File: config.mk
export PLATFORM = sky130hd
export DESIGN_NAME = wb_timeout
export DESIGN_NICKNAME = d
export VERILOG_FILES = /design/src/rtl/wb_timeout.sv
export SDC_FILE = /design/constraint.sdc
export NUM_CORES = 1
export LEC_CHECK = 0
export BUFFER_PORTS_ARGS = -buffer_cell sky130_fd_sc_hd__buf_2
export CAP_MARGIN = 20
export CORE_AREA = 2 2 89 91
export DETAILED_ROUTE_END_ITERATION = 6
export DIE_AREA = 0 0 91 93
export PLACE_DENSITY_LB_ADDON = 0.08
export SYNTH_ARGS = -nofsm -noshare
export SYNTH_HDL_FRONTEND = slang
export SYNTH_SLANG_ARGS = --single-unit
File: constraint.sdc
create_clock -name clk -period 2.1 [get_ports clk]
set_input_delay 0.42 -clock clk [delete_from_list [all_inputs] [get_ports clk]]
set_output_delay 0.42 -clock clk [all_outputs]
set_load 0.01 [all_outputs]
File: src/rtl/wb_timeout.sv
// Wishbone guard stage: zero-latency pass-through that aborts a strobed cycle the
// slave leaves unterminated for TIMEOUT clocks, and returns ERR to the master.
module wb_timeout #(
  parameter int unsigned DATA_WIDTH   = 32,
  parameter int unsigned ADDR_WIDTH   = 32,
  parameter int unsigned SELECT_WIDTH = DATA_WIDTH / 8,
  parameter int unsigned TIMEOUT      = 1024,
  parameter int unsigned CNT_WIDTH    = 16
) (
  input  logic                    clk,
  input  logic                    rst,
  input  logic [ADDR_WIDTH-1:0]   wbm_adr_i,
  input  logic [DATA_WIDTH-1:0]   wbm_dat_i,
  output logic [DATA_WIDTH-1:0]   wbm_dat_o,
  input  logic                    wbm_we_i,
  input  logic [SELECT_WIDTH-1:0] wbm_sel_i,
  input  logic                    wbm_stb_i,
  output logic                    wbm_ack_o,
  output logic                    wbm_err_o,
  output logic                    wbm_rty_o,
  input  logic                    wbm_cyc_i,
  output logic [ADDR_WIDTH-1:0]   wbs_adr_o,
  input  logic [DATA_WIDTH-1:0]   wbs_dat_i,
  output logic [DATA_WIDTH-1:0]   wbs_dat_o,
  output logic                    wbs_we_o,
  output logic [SELECT_WIDTH-1:0] wbs_sel_o,
  output logic                    wbs_stb_o,
  input  logic                    wbs_ack_i,
  input  logic                    wbs_err_i,
  input  logic                    wbs_rty_i,
  output logic                    wbs_cyc_o,
  input  logic                    clear_i,
  output logic                    timeout_flag,
  output logic [CNT_WIDTH-1:0]    timeout_count
);

  localparam int unsigned WCNT_W = $clog2(TIMEOUT);
  localparam logic [WCNT_W-1:0] WCNT_LAST = WCNT_W'(TIMEOUT - 1);

  typedef enum logic {
    ST_PASS  = 1'b0,
    ST_ABORT = 1'b1
  } state_e;

  state_e               state_q, state_d;
  logic [WCNT_W-1:0]    wcnt_q, wcnt_d;
  logic                 flag_q, flag_d;
  logic [CNT_WIDTH-1:0] count_q, count_d;
  logic                 term;
  logic                 abort;
  logic                 gate;

  always_ff @(posedge clk or posedge rst) begin
    if (rst) begin
      state_q <= ST_PASS;
      wcnt_q  <= '0;
      flag_q  <= 1'b0;
      count_q <= '0;
    end else begin
      state_q <= state_d;
      wcnt_q  <= wcnt_d;
      flag_q  <= flag_d;
      count_q <= count_d;
    end
  end

  // Wait counting, abort decision and status bookkeeping
  always_comb begin
    state_d = state_q;
    wcnt_d  = '0;
    flag_d  = flag_q;
    count_d = count_q;
    term    = wbs_ack_i | wbs_err_i | wbs_rty_i;
    case (state_q)
      ST_PASS: begin
        if (clear_i) begin
          flag_d  = 1'b0;
          count_d = '0;
        end
        if (wbm_cyc_i && wbm_stb_i && !term) begin
          if (wcnt_q == WCNT_LAST) begin
            state_d = ST_ABORT;
          end else begin
            wcnt_d = wcnt_q + WCNT_W'(1);
          end
        end
      end
      ST_ABORT: begin
        state_d = ST_PASS;
        flag_d  = 1'b1;
        if (clear_i) begin
          count_d = CNT_WIDTH'(1);
        end else if (count_q != {CNT_WIDTH{1'b1}}) begin
          count_d = count_q + CNT_WIDTH'(1);
        end
      end
    endcase
  end

  // Forwarding; reset and the abort cycle both kill the control strobes
  always_comb begin
    abort     = (state_q == ST_ABORT);
    gate      = rst | abort;
    wbs_adr_o = wbm_adr_i;
    wbs_dat_o = wbm_dat_i;
    wbs_sel_o = wbm_sel_i;
    wbs_cyc_o = wbm_cyc_i & ~gate;
    wbs_stb_o = wbm_stb_i & ~gate;
    wbs_we_o  = wbm_we_i & ~gate;
    wbm_ack_o = wbs_ack_i & ~gate;
    wbm_rty_o = wbs_rty_i & ~gate;
    wbm_err_o = ~rst & (abort | wbs_err_i);
    wbm_dat_o = gate ? '0 : wbs_dat_i;
  end

  assign timeout_flag  = flag_q;
  assign timeout_count = count_q;

endmodule

==> results of run 1 <==
-- flip-flops by register name, indices dropped and copies added (netlist names) --
name,cells
timeout_flag,1
abort,1
timeout_count,16
wcnt_q,10
-- worst max-delay path, delay by kind of cell, from the launching register on --
kind	cells	cell delay, ps
AOI/OAI and AO/OA	1	160
adders and majority gates	1	300
DFF	1	450
muxes	1	330
and+or+nand+nor	2	540
-- where the power goes --
group / switching, mW / internal (mW) / leakage, nW / total, mW
clock: 0.174 / 0.129 / 0.0216 / 0.303
combinational: 0.0831 / 0.0775 / 0.841 / 0.161
sequential: 0.00445 / 0.541 / 0.391 / 0.545
total: 0.261 / 0.747 / 1.25 / 1.01
-- logic make-up (layout without fill, tap and decap cells) --
| logic type | after synthesis | after routing | synth area share |
|---|---|---|---|
| compound gates | 26 | 26 | 0.0820 |
| xor+xnor | 11 | 11 | 0.0435 |
| fa+ha+maj | 2 | 2 | 0.0113 |
| buf+inv | 78 | 114 | 0.248 |
| flops | 28 | 28 | 0.317 |
| mux | 2 | 2 | 0.00961 |
| simple gates | 117 | 117 | 0.289 |
-- layout by cell type (no fill, tap or decap), drive strengths merged, types with 2 or more instances in the layout --
master and count:
nor3 7, dfrtp 28, nand2 14, o21ai 3, a21oi 4, o211a 2
nand4 9, nand3 11, a31oi 5, inv 3, clkbuf 3, nand2b 3
o211ai 3, nor2 23, xnor2 6, nor4 4, xor2 5, buf 107
and2 37, a21o 3, nor2b 3, ha 2, o31ai 2
-- path summary, 6_finish.rpt --
| kind | from | end | slack (ps) | cells past startpoint |
|---|---|---|---|---|
| setup / recovery | timeout_count[1]$_DFFE_PP0P_ | timeout_count[9]$_DFFE_PP0P_ | 220 | 5 |
| hold / removal | rst | timeout_count[5]$_DFFE_PP0P_ | 230 | 3 |
| setup reg to reg | timeout_count[1]$_DFFE_PP0P_ | timeout_count[9]$_DFFE_PP0P_ | 220 | 5 |
| hold reg to reg | wcnt_q[0]$_DFF_PP0_ | wcnt_q[0]$_DFF_PP0_ | 500 | 1 |
| max in group asynchronous | rst | abort$_DFF_PP0_ | 1590 | 3 |
| min in group clk | wcnt_q[0]$_DFF_PP0_ | wcnt_q[0]$_DFF_PP0_ | 500 | 1 |
-- layer usage --
layer / GRT usage / vias up / part of all wire
li1: - / 888 / -
met1: 0.163 / 806 / 0.38
met2: 0.233 / 88 / 0.48
met3: 0.0790 / 16 / 0.12
met4: 0.0278 / 2 / 0.016
met5: 0 / - / 0.0020
-- layout make-up --
type	instances	area, µm²	area share
flip-flops and latches	28	701	0.290
clock buffers	3	41.3	0.0171
inverters	4	15.0	0.00621
well taps	102	128	0.0528
repair buffers	107	566	0.234
multi-input cells	158	966	0.400
==> results by group, run 1 <==
STA
  • Worst Hold Slack: 234 ps
  • Tightest Pin Transition: 471 ps
  • RSZ-0062 raised after global routing: false
  • Max_slew headroom: 0.683
  • Total Neg Setup Slack: 0 ps
  • Count of final hold-check violations: 0
  • Worst setup margin: 217 ps
  • Setup violators final: 0
  • Tcrit/Tclk final: 0.897
  • Final Skew: 2.60 ps
  • Final slew viol count: 0
  • Min Tclk post-route: 1880 ps
  • Fmax: 531 MHz

Synthesis
  • Mean Syn Cell Area: 8.38 µm²
  • Post-synth top cells: 68 x buf_4, 37 x and2_1, 28 x dfrtp_1
  • Prevailing post-synth register cell: dfrtp_1
  • Area share of the largest cell type after synthesis: 0.317
  • Seq/Total Area, Yosys: 0.317
  • Post-synth EDFFs: 0
  • Top cells by area, synth: dfrtp_1 32%, buf_4 23%, and2_1 10%
  • Synth Cell Area: 0.00221 mm²
  • Top cell type by total area after synthesis: dfrtp_1
  • Cell variety after synth: 39
  • Most numerous cell in the Yosys netlist: buf_4
  • Syn nets: 375
  • Yosys reg bits: 28
  • Async S/R FF share, synth: 1.00
  • Ys Warns: 0
  • Mapped Cells: 264

Detailed routing
  • Drt drc: 0
  • Starting DRC count in detailed routing: 65
  • Routed Antenna Nets: 0
  • Avg Vias per Cell: 4.48
  • Drt total wl: 6.52 mm
  • Drt pass-1 iters: 4
  • DR WL/cell: 16.2 µm
  • Vias: 1800

Layout
  • Diodes inserted: 0
  • Design Area, Final: 0.00242 mm²
  • Core Util, Final: 0.321
  • Final cell count without fillers: 402
  • P&R area growth vs syn: 9.16%
  • NumNets Final: 413
  • FILL cells: 855
  • Layout cells sized above 1: 0.380

Setup path
  • CP cell instances: ha_1 > nand4_4 > or3_1 > o211ai_2 > mux2_1
  • Worst setup SP type: flop
  • CP Data Arrival Time: 2050 ps
  • Critical-path maximum fanout: 6
  • Slowest cell delay on critical path: 450 ps
  • Endpoint class of the critical path: flop
  • Worst EP required: 2270 ps
  • WS Path Type: flop to flop
  • CP max stage cell: dfrtp_1

Floorplan
  • Die ar.: 0.00846 mm²
  • IO Count: 232
  • Effective utilization at floorplan: 0.294
  • Die H: 93 µm
  • Core area: 0.00753 mm²
  • Num rows: 32
  • Die Width: 91 µm

Run status
  • Status: completed

Placement
  • Placed inst area: 0.00237 mm²
  • DP Cell Count: 399
  • Setup WS pre-CTS: 230 ps
  • DP HPWL: 5.36 mm
  • Routability cong.: 0.720
  • I/O Buffers: 95

Power
  • Static leakage: 1.25 nW
  • Maximum VDD drop: 0.195 mV
  • PwrDens: 418 mW/mm²
  • Final total power: 1.01 mW

GRT
  • Largest net degree at the start of global routing: 38
  • Gr usage total: 0.142
  • Initial antenna violation count: 1
  • Vias in the first global route: 1681
  • GRT overflow: 0
  • First-pass GRT wire length: 9.42 mm

Hold path
  • Hold WC Path Type: input pin to asynchronous set/reset pin

Clocking
  • CTS Sinks: 28
  • Post-CTS Setup Inserts: 0
  • CTS Hold Bufs: 0
  • Root buffer cell: clkbuf_8
  • Worst-Skew Late Latency: 280 ps
  • Reg clk slew, reported paths: 100 ps
  • CTS tree: yes
  • H-Tree Level Count: 1
  • Clock Tree Buf Depth: 2
  • CTS buffer count: 3
  • CTS resizes: 0

Run
  • Max-cap violations: 0
(Power assumes the default switching activity.)
==> run 2, diff against run 1 <==
--- a/config.mk
+++ b/config.mk
@@ -8,9 +8,11 @@
 export BUFFER_PORTS_ARGS = -buffer_cell sky130_fd_sc_hd__buf_2
 export CAP_MARGIN = 20
 export CORE_AREA = 2 2 89 91
+export CTS_BUF_LIST = sky130_fd_sc_hd__clkbuf_8
 export DETAILED_ROUTE_END_ITERATION = 6
 export DIE_AREA = 0 0 91 93
 export PLACE_DENSITY_LB_ADDON = 0.08
+export SLEW_MARGIN = 0
 export SYNTH_ARGS = -nofsm -noshare
 export SYNTH_HDL_FRONTEND = slang
 export SYNTH_SLANG_ARGS = --single-unit
==> constraint.sdc (replaced) <==
create_clock -name clk -period 1.8 [get_ports clk]
set_input_delay 0.36 -clock clk [delete_from_list [all_inputs] [get_ports clk]]
set_output_delay 0.36 -clock clk [all_outputs]
set_load 0.01 [all_outputs]
==> results by group, run 2 (same netlist as run 1, synthesis figures left out) <==
Run status
  • Status: completed

Detailed routing
  • DR WL/cell: 16.4 µm (+1.2%)
  • Avg Vias per Cell: 4.58 (+2.4%)
  • Drt drc: 0 (unchanged)
  • Starting DRC count in detailed routing: 46 (-29%)
  • Vias: 1898 (+5.4%)
  • Routed Antenna Nets: 0 (unchanged)
  • Drt pass-1 iters: 4 (unchanged)
  • Drt total wl: 6.80 mm (+4.2%)

STA
  • Tcrit/Tclk final: 0.939
  • Count of final hold-check violations: 0 (unchanged)
  • Final slew viol count: 0 (unchanged)
  • Setup violators final: 0 (unchanged)
  • Total Neg Setup Slack: 0 ps (unchanged)
  • RSZ-0062 raised after global routing: false
  • Worst setup margin: 109 ps (-108 ps)
  • Final Skew: 8.68 ps (+6.08 ps)
  • Max_slew headroom: 0.714 (+0.0311)
  • Fmax: 591 MHz
  • Tightest Pin Transition: 424 ps (-46.3 ps)
  • Min Tclk post-route: 1690 ps

Clocking
  • Root buffer cell: clkbuf_8
  • CTS buffer count: 3 (unchanged)
  • H-Tree Level Count: 1 (unchanged)
  • Reg clk slew, reported paths: 110 ps (about the same)
  • Worst-Skew Late Latency: 280 ps (about the same)
  • CTS Hold Bufs: 0 (unchanged)
  • CTS Sinks: 28 (unchanged)
  • CTS tree: yes
  • Clock Tree Buf Depth: 2 (unchanged)

Layout
  • Core Util, Final: 0.340 (+0.0188)
  • Diodes inserted: 0 (unchanged)
  • P&R area growth vs syn: 15.5%
  • NumNets Final: 424 (+2.7%)
  • Leading cell type in the layout, fill and taps excluded: buf_2
  • Most frequent cells in the layout: 95 x buf_2, 37 x and2_1, 25 x dfrtp_1
  • Layout cells sized above 1: 0.426 (+0.0463)
  • FILL cells: 838 (-2.0%)
  • Design Area, Final: 0.00256 mm² (+5.9%)
  • Max reg flops: 16 (unchanged)
  • Final cell count without fillers: 414 (+3.0%)

Placement
  • Routability cong.: 0.763 (+6.0%)
  • Placed inst area: 0.00245 mm² (+3.3%)
  • DP HPWL: 5.63 mm (+4.9%)
  • I/O Buffers: 95 (unchanged)
  • Setup WS pre-CTS: 11.1 ps (-219 ps)
  • DP Cell Count: 406 (+1.8%)

Hold path
  • Hold WC Path Type: input pin to asynchronous set/reset pin

GRT
  • GRT overflow: 0 (unchanged)
  • Largest net degree at the start of global routing: 38 (unchanged)
  • First-pass GRT wire length: 10.3 mm (+9.6%)
  • Gr usage total: 0.154 (+0.0124)
  • Initial antenna violation count: 1 (unchanged)
  • Vias in the first global route: 1798 (+7.0%)

Power
  • Static leakage: 1.31 nW (+4.7%)
  • Register share of total power: 0.512 (-0.028)
  • Switching Share: 0.256 (-0.00310)
  • P_int: 0.923 mW (+24%)
  • Maximum VDD drop: 0.264 mV (+35%)
  • Sw Pwr: 0.318 mW (+22%)
  • PwrDens: 485 mW/mm² (+16%)
  • Clock share of power: 0.327 (+0.027)
  • Part of the power in combinational logic: 0.161 (+0.002)

Setup path
  • Critical R2R Launch: timeout_count[1]$_DFFE_PP0P_
  • Setup crit start: abort$_DFF_PP0_
  • WS Path Type: flop to primary output
  • Slowest cell delay on critical path: 440 ps (about the same)
  • Worst EP required: 1440 ps (-830 ps)
  • CP max stage cell: dfrtp_2
  • CP cell instances: nor2_2 > buf_12 > and2_1 > buf_2
  • Critical-path maximum fanout: 37 (+31)
  • CP Data Arrival Time: 1330 ps (-720 ps)
  • Endpoint class of the critical path: primary output
  • Worst setup SP type: flop

Floorplan
  • Die ar.: 0.00846 mm² (unchanged)
  • IO Count: 232 (unchanged)
  • Core area: 0.00753 mm² (unchanged)
  • Die H: 93 µm (unchanged)
  • Effective utilization at floorplan: 0.294 (unchanged)
  • Num rows: 32 (unchanged)
  • Die Width: 91 µm (unchanged)

Run
  • Max-cap violations: 0 (unchanged)
run 2: power groups by stage:
stage	registers, mW	clock network, mW	logic, mW
global route	0.635	0.450	0.225
finish	0.635	0.406	0.200
global placement	0.647	0	0.204
floorplan	0.648	0	0.241
detailed placement	0.647	0	0.206
CTS	0.635	0.423	0.206
run 2: per-stage QoR:
step                      hold slack (ps)  total power, mW
after floorplan                       425            0.889
after global placement                461            0.852
after detailed placement              461            0.853
after CTS                             184             1.26
after global routing                  192             1.31
final                                 163             1.24
run 2: metal layers:
layer  GRT usage  up-vias  part of all wire  wire length [µm]
met4      0.0442        2             0.028               192
met5           0        -            0.0016                11
met2       0.224       98              0.43              2890
met3      0.0838       16              0.12               801
li1            -      916                 -                 -
met1       0.197      866              0.43              2900
run 2: area by class of cell:
class                   instances  area [µm²]  share of cell area
repair buffers                118         661               0.258
inverters                       4        15.0             0.00587
clock buffers                   4        55.1              0.0215
multi-input cells             158         995               0.389
well taps                     102         128              0.0499
flip-flops and latches         28         704               0.275
run 2: what timing repair did:
item                                    CTS  global route
setup buffers                             0             4
endpoints found under the setup margin   38            44
resized for setup                         3             2
endpoints found under the hold margin     0             0
run 2: worst paths after layout:
kind / cells after the start / slack, ps / endpoint
max: 4 / 110 / wbm_dat_o[18]
min: 3 / 160 / timeout_count[3]$_DFFE_PP0P_
max reg2reg: 5 / 110 / timeout_count[9]$_DFFE_PP0P_
min reg2reg: 1 / 490 / timeout_flag$_DFFE_PP0P_
max in group asynchronous: 3 / 1330 / abort$_DFF_PP0_
min in group clk: 3 / 460 / timeout_count[14]$_DFFE_PP0P_
run 2: worst max-delay path: cells and delay by family, from the launching register on:
kind,cells,cell delay [ps]
buf+inv,2,310
simple gates,2,310
flops,1,440
==> run 3, diff against run 2 <==
==> constraint.sdc (replaced) <==
create_clock -name clk -period 1.8 [get_ports clk]
set_input_delay 0.36 -clock clk [delete_from_list [all_inputs] [get_ports clk]]
set_output_delay 0.36 -clock clk [all_outputs]
set_load 0.02 [all_outputs]
==> results by group, run 3 (same netlist as run 1, synthesis figures left out) <==
Clocking
  • CTS Sinks: 28 (unchanged)
  • CTS buffer count: 3 (unchanged)
  • Clock Tree Buf Depth: 2 (unchanged)
  • Reg clk slew, reported paths: 110 ps (about the same)
  • Root buffer cell: clkbuf_8
  • CTS Hold Bufs: 0 (unchanged)
  • CTS tree: yes
  • H-Tree Level Count: 1 (unchanged)
  • Worst-Skew Late Latency: 290 ps (about the same)

Power
  • Sw Pwr: 0.366 mW (+15%)
  • Final total power: 1.41 mW (+13%)
  • Maximum VDD drop: 0.280 mV (+6.1%)
  • Register share of total power: 0.450 (-0.062)
  • Clock share of power: 0.367 (+0.040)
  • PwrDens: 536 mW/mm² (+10%)
  • P_int: 1.04 mW (+13%)
  • Part of the power in combinational logic: 0.182 (+0.021)
  • Static leakage: 1.34 nW (+2.1%)
  • Switching Share: 0.260 (+0.00369)

Setup path
  • Worst EP required: 1970 ps (+530 ps)
  • Reg2reg path depth: 5 (unchanged)
  • CP Data Arrival Time: 1890 ps (+560 ps)
  • WS Path Type: flop to flop
  • Critical-path maximum fanout: 6 (-84%)
  • R2R setup slack: 70 ps (-40 ps)
  • Critical R2R Launch: timeout_count[1]$_DFFE_PP0P_
  • Worst setup SP type: flop
  • Endpoint class of the critical path: flop
  • FF-to-FF End: timeout_count[9]$_DFFE_PP0P_

Layout
  • Leading cell type in the layout, fill and taps excluded: buf_2
  • Reg area: 704 µm² (unchanged)
  • NumNets Final: 425 (+0.24%)
  • Diodes inserted: 0 (unchanged)
  • Final cell count without fillers: 415 (+0.24%)
  • Most frequent cells in the layout: 79 x buf_2, 38 x buf_4, 37 x and2_1
  • Multi-input gate area: 983 µm² (-1.1%)
  • FILL cells: 858 (+2.4%)
  • Layout cells sized above 1: 0.419 (-0.00775)
  • Max reg flops: 16 (unchanged)
  • Design Area, Final: 0.00263 mm² (+2.7%)
  • P&R area growth vs syn: 18.7%

STA
  • Min Tclk post-route: 1730 ps (+35.4 ps)
  • Final slew viol count: 0 (unchanged)
  • Final Skew: 12.4 ps (+3.76 ps)
  • RSZ-0062 raised after global routing: true
  • Setup violators final: 0 (unchanged)
  • Tightest Pin Transition: 392 ps (-31.9 ps)
  • Max_slew headroom: 0.736 (+0.0215)
  • Worst Hold Slack: 169 ps (+6.19 ps)
  • Fmax: 579 MHz (-2.0%)
  • Worst setup margin: 73.8 ps (-35.4 ps)
  • Tcrit/Tclk final: 0.959 (+0.0197)
  • Count of final hold-check violations: 0 (unchanged)

Floorplan
  • Die ar.: 0.00846 mm² (unchanged)
  • Die Width: 91 µm (unchanged)
  • Die H: 93 µm (unchanged)
  • Core area: 0.00753 mm² (unchanged)
  • Effective utilization at floorplan: 0.294 (unchanged)
  • IO Count: 232 (unchanged)
  • Num rows: 32 (unchanged)

GRT
  • Vias in the first global route: 1820 (+1.2%)
  • GRT overflow: 0 (unchanged)
  • Gr usage total: 0.156 (+0.00153)
  • Initial antenna violation count: 0 (-1)
  • Largest net degree at the start of global routing: 38 (unchanged)
  • First-pass GRT wire length: 10.4 mm (+0.67%)

Run
  • Max-cap violations: 0 (unchanged)

Placement
  • DP Cell Count: 409 (+0.74%)
  • Placed inst area: 0.00247 mm² (+0.92%)
  • Setup WS pre-CTS: 99.0 ps (+88.0 ps)
  • DP HPWL: 5.64 mm (+0.25%)
  • Routability cong.: 0.746 (-2.3%)
  • I/O Buffers: 95 (unchanged)

Run status
  • Status: completed

Detailed routing
  • Starting DRC count in detailed routing: 59 (+28%)
  • Drt total wl: 6.98 mm (+2.7%)
  • Avg Vias per Cell: 4.56 (-0.45%)
  • Vias: 1894 (-0.21%)
  • Drt pass-1 iters: 4 (unchanged)
  • DR WL/cell: 16.8 µm (+2.5%)
  • Drt drc: 0 (unchanged)
  • Routed Antenna Nets: 0 (unchanged)

Hold path
  • Hold WC Path Type: input pin to asynchronous set/reset pin
-- run 3: power by group through the flow --
stage	clock network (mW)	registers, mW	logic [mW]
CTS	0.536	0.634	0.242
detailed placement	0	0.646	0.241
global placement	0	0.647	0.240
global route	0.559	0.634	0.279
floorplan	0	0.650	0.340
finish	0.517	0.634	0.257
-- run 3: layout make-up --
| class | instances | share of cell area |
|---|---|---|
| Inverter | 4 | 0.00571 |
| Tap cell | 102 | 0.0486 |
| Timing Repair Buffer | 119 | 0.276 |
| Sequential cell | 28 | 0.268 |
| Clock inverter | 1 | 0.0114 |
| Multi-Input combinational cell | 158 | 0.374 |
| Clock buffer | 3 | 0.0157 |
-- run 3: routing by layer --
| layer | wire [µm] | vias to the layer above | track usage | share of wire |
|---|---|---|---|---|
| met3 | 847 | 14 | 0.0790 | 0.12 |
| met1 | 3020 | 852 | 0.208 | 0.43 |
| met4 | 191 | 0 | 0.0442 | 0.027 |
| met2 | 2930 | 111 | 0.219 | 0.42 |
| li1 | - | 917 | - | - |
| met5 | 0 | - | 0 | 0 |
-- run 3: stage by stage --
step           TNS [ps]  utilization
4_1_cts               0        0.340
3_5_place_dp          0        0.329
5_1_grt           -8.65        0.349
3_3_place_gp          0        0.329
2_1_floorplan     -47.0            -
6_report              0        0.349
-- run 3: how the worst max path moves through the flow --
stage                                      start                      endpoint  slack, ps  depth (start not counted)
floorplan           timeout_count[0]$_DFFE_PP0P_  timeout_count[9]$_DFFE_PP0P_        -50                          6
global placement    timeout_count[1]$_DFFE_PP0P_  timeout_count[9]$_DFFE_PP0P_        120                          5
detailed placement  timeout_count[1]$_DFFE_PP0P_  timeout_count[9]$_DFFE_PP0P_        100                          5
CTS                              abort$_DFF_PP0_                 wbm_dat_o[11]         40                          4
global route                     abort$_DFF_PP0_                 wbm_dat_o[24]         -6                          4
finish              timeout_count[1]$_DFFE_PP0P_  timeout_count[9]$_DFFE_PP0P_         70                          5
-- run 3: timing repair --
item | 4_1_cts | 5_1_grt
setup buffers | 1 | 0
pin swaps | 0 | 1
endpoints found under the setup margin | 37 | 9
resized for setup | 2 | 17
gates cloned | 0 | 1
-- run 3: worst max-delay path: stages (launching register included) --
cell and delay, ps:
dfrtp_2 460, ha_4 180, nand4_4 110, or3_1 370, o211ai_2 160, mux2_1 330
